[src/rtl/ex_pipe_skid_reg.sv]
// EX->MEM pipeline register: valid/ready handshake with a 2-entry skid buffer and
// prioritised exception injection. Optional counters under `EX_PIPE_PERF_EN`.
module ex_pipe_skid_reg #(
    parameter int unsigned               PC_W    = 30,
    parameter int unsigned               DATA_W  = 64,
    parameter logic [DATA_W-1:0]         NOP_VAL = '0,
    parameter int unsigned               EXP_W   = 3,
    parameter int unsigned               EXC_N   = 2
) (
    input  logic                     clk,
    input  logic                     reset,
    input  logic                     up_valid,
    output logic                     up_ready,
    input  logic [PC_W-1:0]          up_pc,
    input  logic                     up_br_flag,
    input  logic [DATA_W-1:0]        up_payload,
    input  logic [EXP_W-1:0]         up_exp_code,
    input  logic [EXC_N-1:0]         exc_req,
    input  logic [EXC_N*EXP_W-1:0]   exc_code,
    input  logic                     flush,
    output logic                     dn_valid,
    input  logic                     dn_ready,
    output logic [PC_W-1:0]          dn_pc,
    output logic                     dn_br_flag,
    output logic [DATA_W-1:0]        dn_payload,
    output logic [EXP_W-1:0]         dn_exp_code
`ifdef EX_PIPE_PERF_EN
    ,
    output logic [15:0]              stall_cnt,
    output logic [15:0]              kill_cnt
`endif
);

    // Beat layout: {pc, br_flag, payload, exp_code}
    localparam int unsigned BEAT_W = PC_W + 1 + DATA_W + EXP_W;
    localparam logic [BEAT_W-1:0] BEAT_CLR = {{PC_W{1'b0}}, 1'b0, NOP_VAL, {EXP_W{1'b0}}};

    logic              r_m_valid;
    logic              r_s_valid;
    logic [BEAT_W-1:0] r_m_beat;
    logic [BEAT_W-1:0] r_s_beat;
    logic              r_up_ready;

    logic              w_accept;
    logic              w_pop;
    logic [EXP_W-1:0]  w_in_exp;
    logic [BEAT_W-1:0] w_in_beat;
    logic              w_m_valid_nxt;
    logic              w_s_valid_nxt;
    logic [BEAT_W-1:0] w_m_beat_nxt;
    logic [BEAT_W-1:0] w_s_beat_nxt;

    assign w_accept = up_valid && r_up_ready;
    assign w_pop    = r_m_valid && dn_ready;

    // Existing code wins; otherwise lowest-index request wins (descending loop overwrites).
    always_comb begin
        w_in_exp = up_exp_code;
        if (up_exp_code == '0) begin
            for (int i = EXC_N - 1; i >= 0; i--) begin
                if (exc_req[i]) begin
                    w_in_exp = exc_code[i*EXP_W +: EXP_W];
                end
            end
        end
    end

    assign w_in_beat = {up_pc, up_br_flag,
                        (w_in_exp != '0) ? NOP_VAL : up_payload,
                        w_in_exp};

    // Next-state for main/skid entries.
    always_comb begin
        w_m_valid_nxt = r_m_valid;
        w_s_valid_nxt = r_s_valid;
        w_m_beat_nxt  = r_m_beat;
        w_s_beat_nxt  = r_s_beat;
        if (flush) begin
            w_m_valid_nxt = 1'b0;
            w_s_valid_nxt = 1'b0;
            w_m_beat_nxt  = BEAT_CLR;
            w_s_beat_nxt  = BEAT_CLR;
        end else if (w_pop) begin
            if (r_s_valid) begin
                w_m_valid_nxt = 1'b1;
                w_m_beat_nxt  = r_s_beat;
                w_s_valid_nxt = 1'b0;
            end else if (w_accept) begin
                w_m_beat_nxt  = w_in_beat;
            end else begin
                w_m_valid_nxt = 1'b0;
            end
        end else if (w_accept) begin
            if (!r_m_valid) begin
                w_m_valid_nxt = 1'b1;
                w_m_beat_nxt  = w_in_beat;
            end else begin
                w_s_valid_nxt = 1'b1;
                w_s_beat_nxt  = w_in_beat;
            end
        end
    end

    always_ff @(posedge clk) begin
        if (reset) begin
            r_m_valid  <= 1'b0;
            r_s_valid  <= 1'b0;
            r_m_beat   <= BEAT_CLR;
            r_s_beat   <= BEAT_CLR;
            r_up_ready <= 1'b1;
        end else begin
            r_m_valid  <= w_m_valid_nxt;
            r_s_valid  <= w_s_valid_nxt;
            r_m_beat   <= w_m_beat_nxt;
            r_s_beat   <= w_s_beat_nxt;
            r_up_ready <= !w_s_valid_nxt;
        end
    end

    assign up_ready    = r_up_ready;
    assign dn_valid    = r_m_valid;
    assign dn_pc       = r_m_beat[BEAT_W-1 -: PC_W];
    assign dn_br_flag  = r_m_beat[DATA_W+EXP_W];
    assign dn_payload  = r_m_beat[EXP_W +: DATA_W];
    assign dn_exp_code = r_m_beat[EXP_W-1:0];

`ifdef EX_PIPE_PERF_EN
    logic [15:0] r_stall_cnt;
    logic [15:0] r_kill_cnt;
    logic [1:0]  w_kill_inc;
    logic [16:0] w_kill_sum;

    assign w_kill_inc = 2'(r_m_valid) + 2'(r_s_valid) + 2'(w_accept);
    assign w_kill_sum = 17'(r_kill_cnt) + 17'(w_kill_inc);

    // Saturating stall and flush-kill counters.
    always_ff @(posedge clk) begin
        if (reset) begin
            r_stall_cnt <= '0;
            r_kill_cnt  <= '0;
        end else begin
            if (r_m_valid && !dn_ready && r_stall_cnt != 16'hFFFF) begin
                r_stall_cnt <= r_stall_cnt + 16'd1;
            end
            if (flush) begin
                r_kill_cnt <= w_kill_sum[16] ? 16'hFFFF : w_kill_sum[15:0];
            end
        end
    end

    assign stall_cnt = r_stall_cnt;
    assign kill_cnt  = r_kill_cnt;
`endif

endmodule
[config.mk]
export PLATFORM = sky130hd
export DESIGN_NAME = ex_pipe_skid_reg
export DESIGN_NICKNAME = d
export VERILOG_FILES = /design/src/rtl/ex_pipe_skid_reg.sv
export SDC_FILE = /design/constraint.sdc
export NUM_CORES = 1
export LEC_CHECK = 0
export ABC_AREA = 1
export CORE_MARGIN = 2
export CORE_UTILIZATION = 53
export DETAILED_ROUTE_END_ITERATION = 10
export PLACE_DENSITY_LB_ADDON = 0.08
export SYNTH_ARGS = -nofsm -noshare
export SYNTH_HDL_FRONTEND = slang
export SYNTH_SLANG_ARGS = --single-unit
export TNS_END_PERCENT = 30
[constraint.sdc]
create_clock -name clk -period 2.4 [get_ports clk]
set_clock_uncertainty 0.05 [all_clocks]
set_input_delay 0.72 -clock clk [delete_from_list [all_inputs] [get_ports clk]]
set_output_delay 0.72 -clock clk [all_outputs]
set_load 0.01 [all_outputs]
==> impl_metrics.prom <==
# TYPE chip_impl_metric gauge
chip_impl_info{name="status",value="finished, final reports clean"} 1
chip_impl_info{name="start_kind",value="flip-flop"} 1
chip_impl_metric{name="detailed_router_s_first_iteration_violation_count",unit=""} 790
chip_impl_metric{name="dp.cells",unit=""} 1365
chip_impl_metric{name="clkTransAtPathRegs",unit="ps"} 70
chip_impl_metric{name="synth_warnings",unit=""} 0
chip_impl_info{name="rsz_0062_raised_after_global_routing",value="no"} 1
chip_impl_metric{name="power.ir.vdd_worst",unit="V"} 0.000525
chip_impl_metric{name="grt_antenna_before_repair",unit=""} 0
chip_impl_metric{name="htree_levels",unit=""} 4
chip_impl_metric{name="report.final.hold_viol_count",unit=""} 0
chip_impl_info{name="critical_path_s_top_delay_family",value="buffers and inverters"} 1
chip_impl_metric{name="cts-root-to-sink-buffers",unit=""} 2
chip_impl_metric{name="ctsResizeCount",unit=""} 0
chip_impl_metric{name="clock-sinks",unit=""} 199
chip_impl_info{name="critical_path_endpoint_category",value="output port"} 1
chip_impl_metric{name="stdcell_count",unit=""} 1397
chip_impl_metric{name="maxClockFrequency",unit="MHz"} 465
chip_impl_metric{name="core_footprint",unit="µm²"} 15200
chip_impl_metric{name="synth_area",unit="µm²"} 8260
chip_impl_metric{name="route.final.wire_length",unit="µm"} 22200
chip_impl_metric{name="synth_cell_type_count",unit=""} 25
chip_impl_metric{name="dp.final_hpwl",unit="µm"} 13600
chip_impl_metric{name="num_antenna_cells",unit=""} 0
chip_impl_metric{name="routabilityCongestion",unit=""} 0.801
chip_impl_info{name="gr-max-usage-layer",value="met2"} 1
chip_impl_metric{name="cts_made_buffers",unit=""} 17
chip_impl_info{name="post_synth_main_area_contributors",value="sky130_fd_sc_hd__dfxtp_1 48%, sky130_fd_sc_hd__a21oi_1 12%, sky130_fd_sc_hd__o21ai_0 9.6%"} 1
chip_impl_metric{name="synth-seq-cells",unit=""} 199
chip_impl_metric{name="dp_slack",unit="ps"} -36.0
chip_impl_metric{name="power.density",unit="nW/µm²"} 644
chip_impl_metric{name="cpPeakStageDelay",unit="ps"} 590
chip_impl_metric{name="seq_area_frac_synth",unit=""} 0.482
chip_impl_metric{name="final_max_slew_viol_count",unit=""} 0
chip_impl_metric{name="synthesis.area_per_instance",unit="µm²"} 7.94
chip_impl_metric{name="final.period_utilization",unit=""} 0.897
chip_impl_metric{name="post_layout_min_period",unit="ps"} 2150
chip_impl_metric{name="buffer_ports.inserted",unit=""} 210
chip_impl_info{name="clk_root_buffer_cell",value="sky130_fd_sc_hd__clkbuf_16"} 1
chip_impl_metric{name="grt_pass1_vias",unit=""} 7287
chip_impl_info{name="setup.worst_path.class",value="reg -> out"} 1
chip_impl_metric{name="die-area",unit="µm²"} 16600
chip_impl_metric{name="grt.overflow.total",unit=""} 0
chip_impl_metric{name="insertion_delay",unit="ps"} 440
chip_impl_metric{name="finalNetCount",unit=""} 1307
chip_impl_metric{name="critPathMaxFanout",unit=""} 3
chip_impl_metric{name="grt_util_met1",unit=""} 0.360
chip_impl_metric{name="die_w",unit="µm"} 129
chip_impl_metric{name="postRouteAntennaNets",unit=""} 0
chip_impl_metric{name="worstMarginPinSlew",unit="ps"} 373
chip_impl_info{name="post-synth-top-area-cell",value="sky130_fd_sc_hd__dfxtp_1"} 1
chip_impl_metric{name="initial_core_utilization",unit=""} 0.543
chip_impl_metric{name="area.growth.synth_to_final",unit="%"} 35.1
chip_impl_metric{name="post_drt_wl_per_cell",unit="µm"} 15.9
chip_impl_info{name="worst_path_max_delay_cell",value="sky130_fd_sc_hd__clkdlybuf4s50_1"} 1
chip_impl_metric{name="syn_nets",unit=""} 1152
chip_impl_info{name="worstPathCellList",value="clkdlybuf4s50_1"} 1
chip_impl_metric{name="post_cts.repair.setup_buffers",unit=""} 0
chip_impl_metric{name="wire_length_of_the_first_global_routing_pass",unit="µm"} 35900
chip_impl_metric{name="worst-path-buf-inv",unit=""} 1
chip_impl_metric{name="relSlewSlack",unit=""} 0.752
chip_impl_metric{name="vias",unit=""} 8025
chip_impl_metric{name="number_of_optimization_iterations_in_the_first_detailed_route_pass",unit=""} 5
chip_impl_metric{name="maximum_number_of_pins_on_one_net_before_global_route_repair",unit=""} 106
chip_impl_metric{name="chipHeight",unit="µm"} 129
chip_impl_metric{name="post-route-cell-area",unit="µm²"} 11200
chip_impl_metric{name="fillerInstances",unit=""} 1214
chip_impl_metric{name="share_of_post_route_cells_with_drive_strength_above_1",unit=""} 0.0794
chip_impl_metric{name="post-synth-top-area-fraction",unit=""} 0.482
chip_impl_metric{name="data_required_time_of_the_critical_path",unit="ps"} 1630
chip_impl_info{name="cts_tree",value="built"} 1
chip_impl_metric{name="num_io_pins",unit=""} 211
chip_impl_metric{name="core.rowCount",unit=""} 45
chip_impl_metric{name="crit_arrival",unit="ps"} 1380
chip_impl_metric{name="grt_use_met2",unit=""} 0.409
chip_impl_metric{name="layout_setup_ws",unit="ps"} 248
chip_impl_metric{name="cts-hold-fix-buffers",unit=""} 0
chip_impl_metric{name="drc",unit=""} 0
chip_impl_metric{name="finalSetupViolations",unit=""} 0
chip_impl_metric{name="dpl-instance-area",unit="µm²"} 10600
chip_impl_metric{name="global_route.usage.met3",unit=""} 0.0657
chip_impl_metric{name="route.detailed.vias_per_inst",unit=""} 5.74
chip_impl_metric{name="leakagePower",unit="nW"} 4.05
chip_impl_metric{name="max_cap_viol_count",unit=""} 0
chip_impl_metric{name="postSynthCellCount",unit=""} 1041
chip_impl_info{name="min-delay-path-class",value="reg -> reg"} 1
chip_impl_metric{name="gr-usage-all-layers",unit=""} 0.265
## per-stage QoR
stage | setup TNS, ps | utilization | power [mW] | hold slack (ps)
after floorplan | 0 | - | 3.92 | 406
after global placement | 0 | 0.695 | 4.39 | 412
after detailed placement | -51.8 | 0.695 | 4.39 | 416
after CTS | 0 | 0.734 | 7.22 | 428
after global routing | 0 | 0.734 | 7.46 | 446
final | 0 | 0.734 | 7.19 | 428
## logic make-up after synthesis
| group | after synthesis | share of synthesized area |
|---|---|---|
| AO/OA/AOI/OAI | 429 | 0.268 |
| buffers and inverters | 127 | 0.0806 |
| flip-flops | 199 | 0.482 |
| AND/OR/NAND/NOR | 286 | 0.169 |
## layer usage
layer	up-vias	wire, µm
li1	4008	-
met1	3709	9880
met2	272	10400
met3	36	1460
met4	0	469
met5	-	0
## power by group
group | internal [mW] | switching, mW
logic | 0.446 | 0.449
registers | 3.38 | 0.0448
clock network | 1.58 | 1.29
## synthesized netlist by cell type, drive strengths merged
cell / number
o21a: 1
o21ai: 197
o21bai: 1
a21oi: 197
nor2: 76
nand2: 80
a31oi: 32
nand4: 64
o211ai: 1
buf: 72
nand3: 66
dfxtp: 199
inv: 16
clkbuf: 39
## cells in the final DEF, fill, tap and decap left out, drive strengths merged
master / count
nand2: 80
nor2: 76
a21oi: 197
o21bai: 1
o21ai: 197
clkdlybuf4s50: 210
nand3: 66
clkinv: 9
dfxtp: 199
o21a: 1
o211ai: 1
nand4: 64
buf: 37
bufinv: 2
inv: 17
clkinvlp: 1
clkbuf: 19
a31oi: 32
## state kept, by name, indices dropped and copies added (netlist names)
signal     flops
dn_valid       1
r_m_beat      98
r_s_beat      98
up_ready       1
r_s_valid      1
## path summary, 6_finish.rpt
path / start / end / slack (ps) / cells after the start
worst min-delay path: r_s_beat[71] / r_m_beat[71] / 430 / 2
worst max-delay path: dn_valid / dn_valid / 250 / 1
worst min register to register: r_s_beat[71] / r_m_beat[71] / 430 / 2
worst max register to register: dn_valid / r_m_beat[65] / 900 / 8
## area by class of cell
type	count	area, µm²	share of cell area
multi-input combinational	715	3620	0.324
clock inverter	13	148	0.0132
timing repair buffer	247	2670	0.239
sequential	199	3980	0.357
tap	188	235	0.0211
inverter	16	62.6	0.00561
clock buffer	19	443	0.0397
Power figures use the tool's default switching activity.
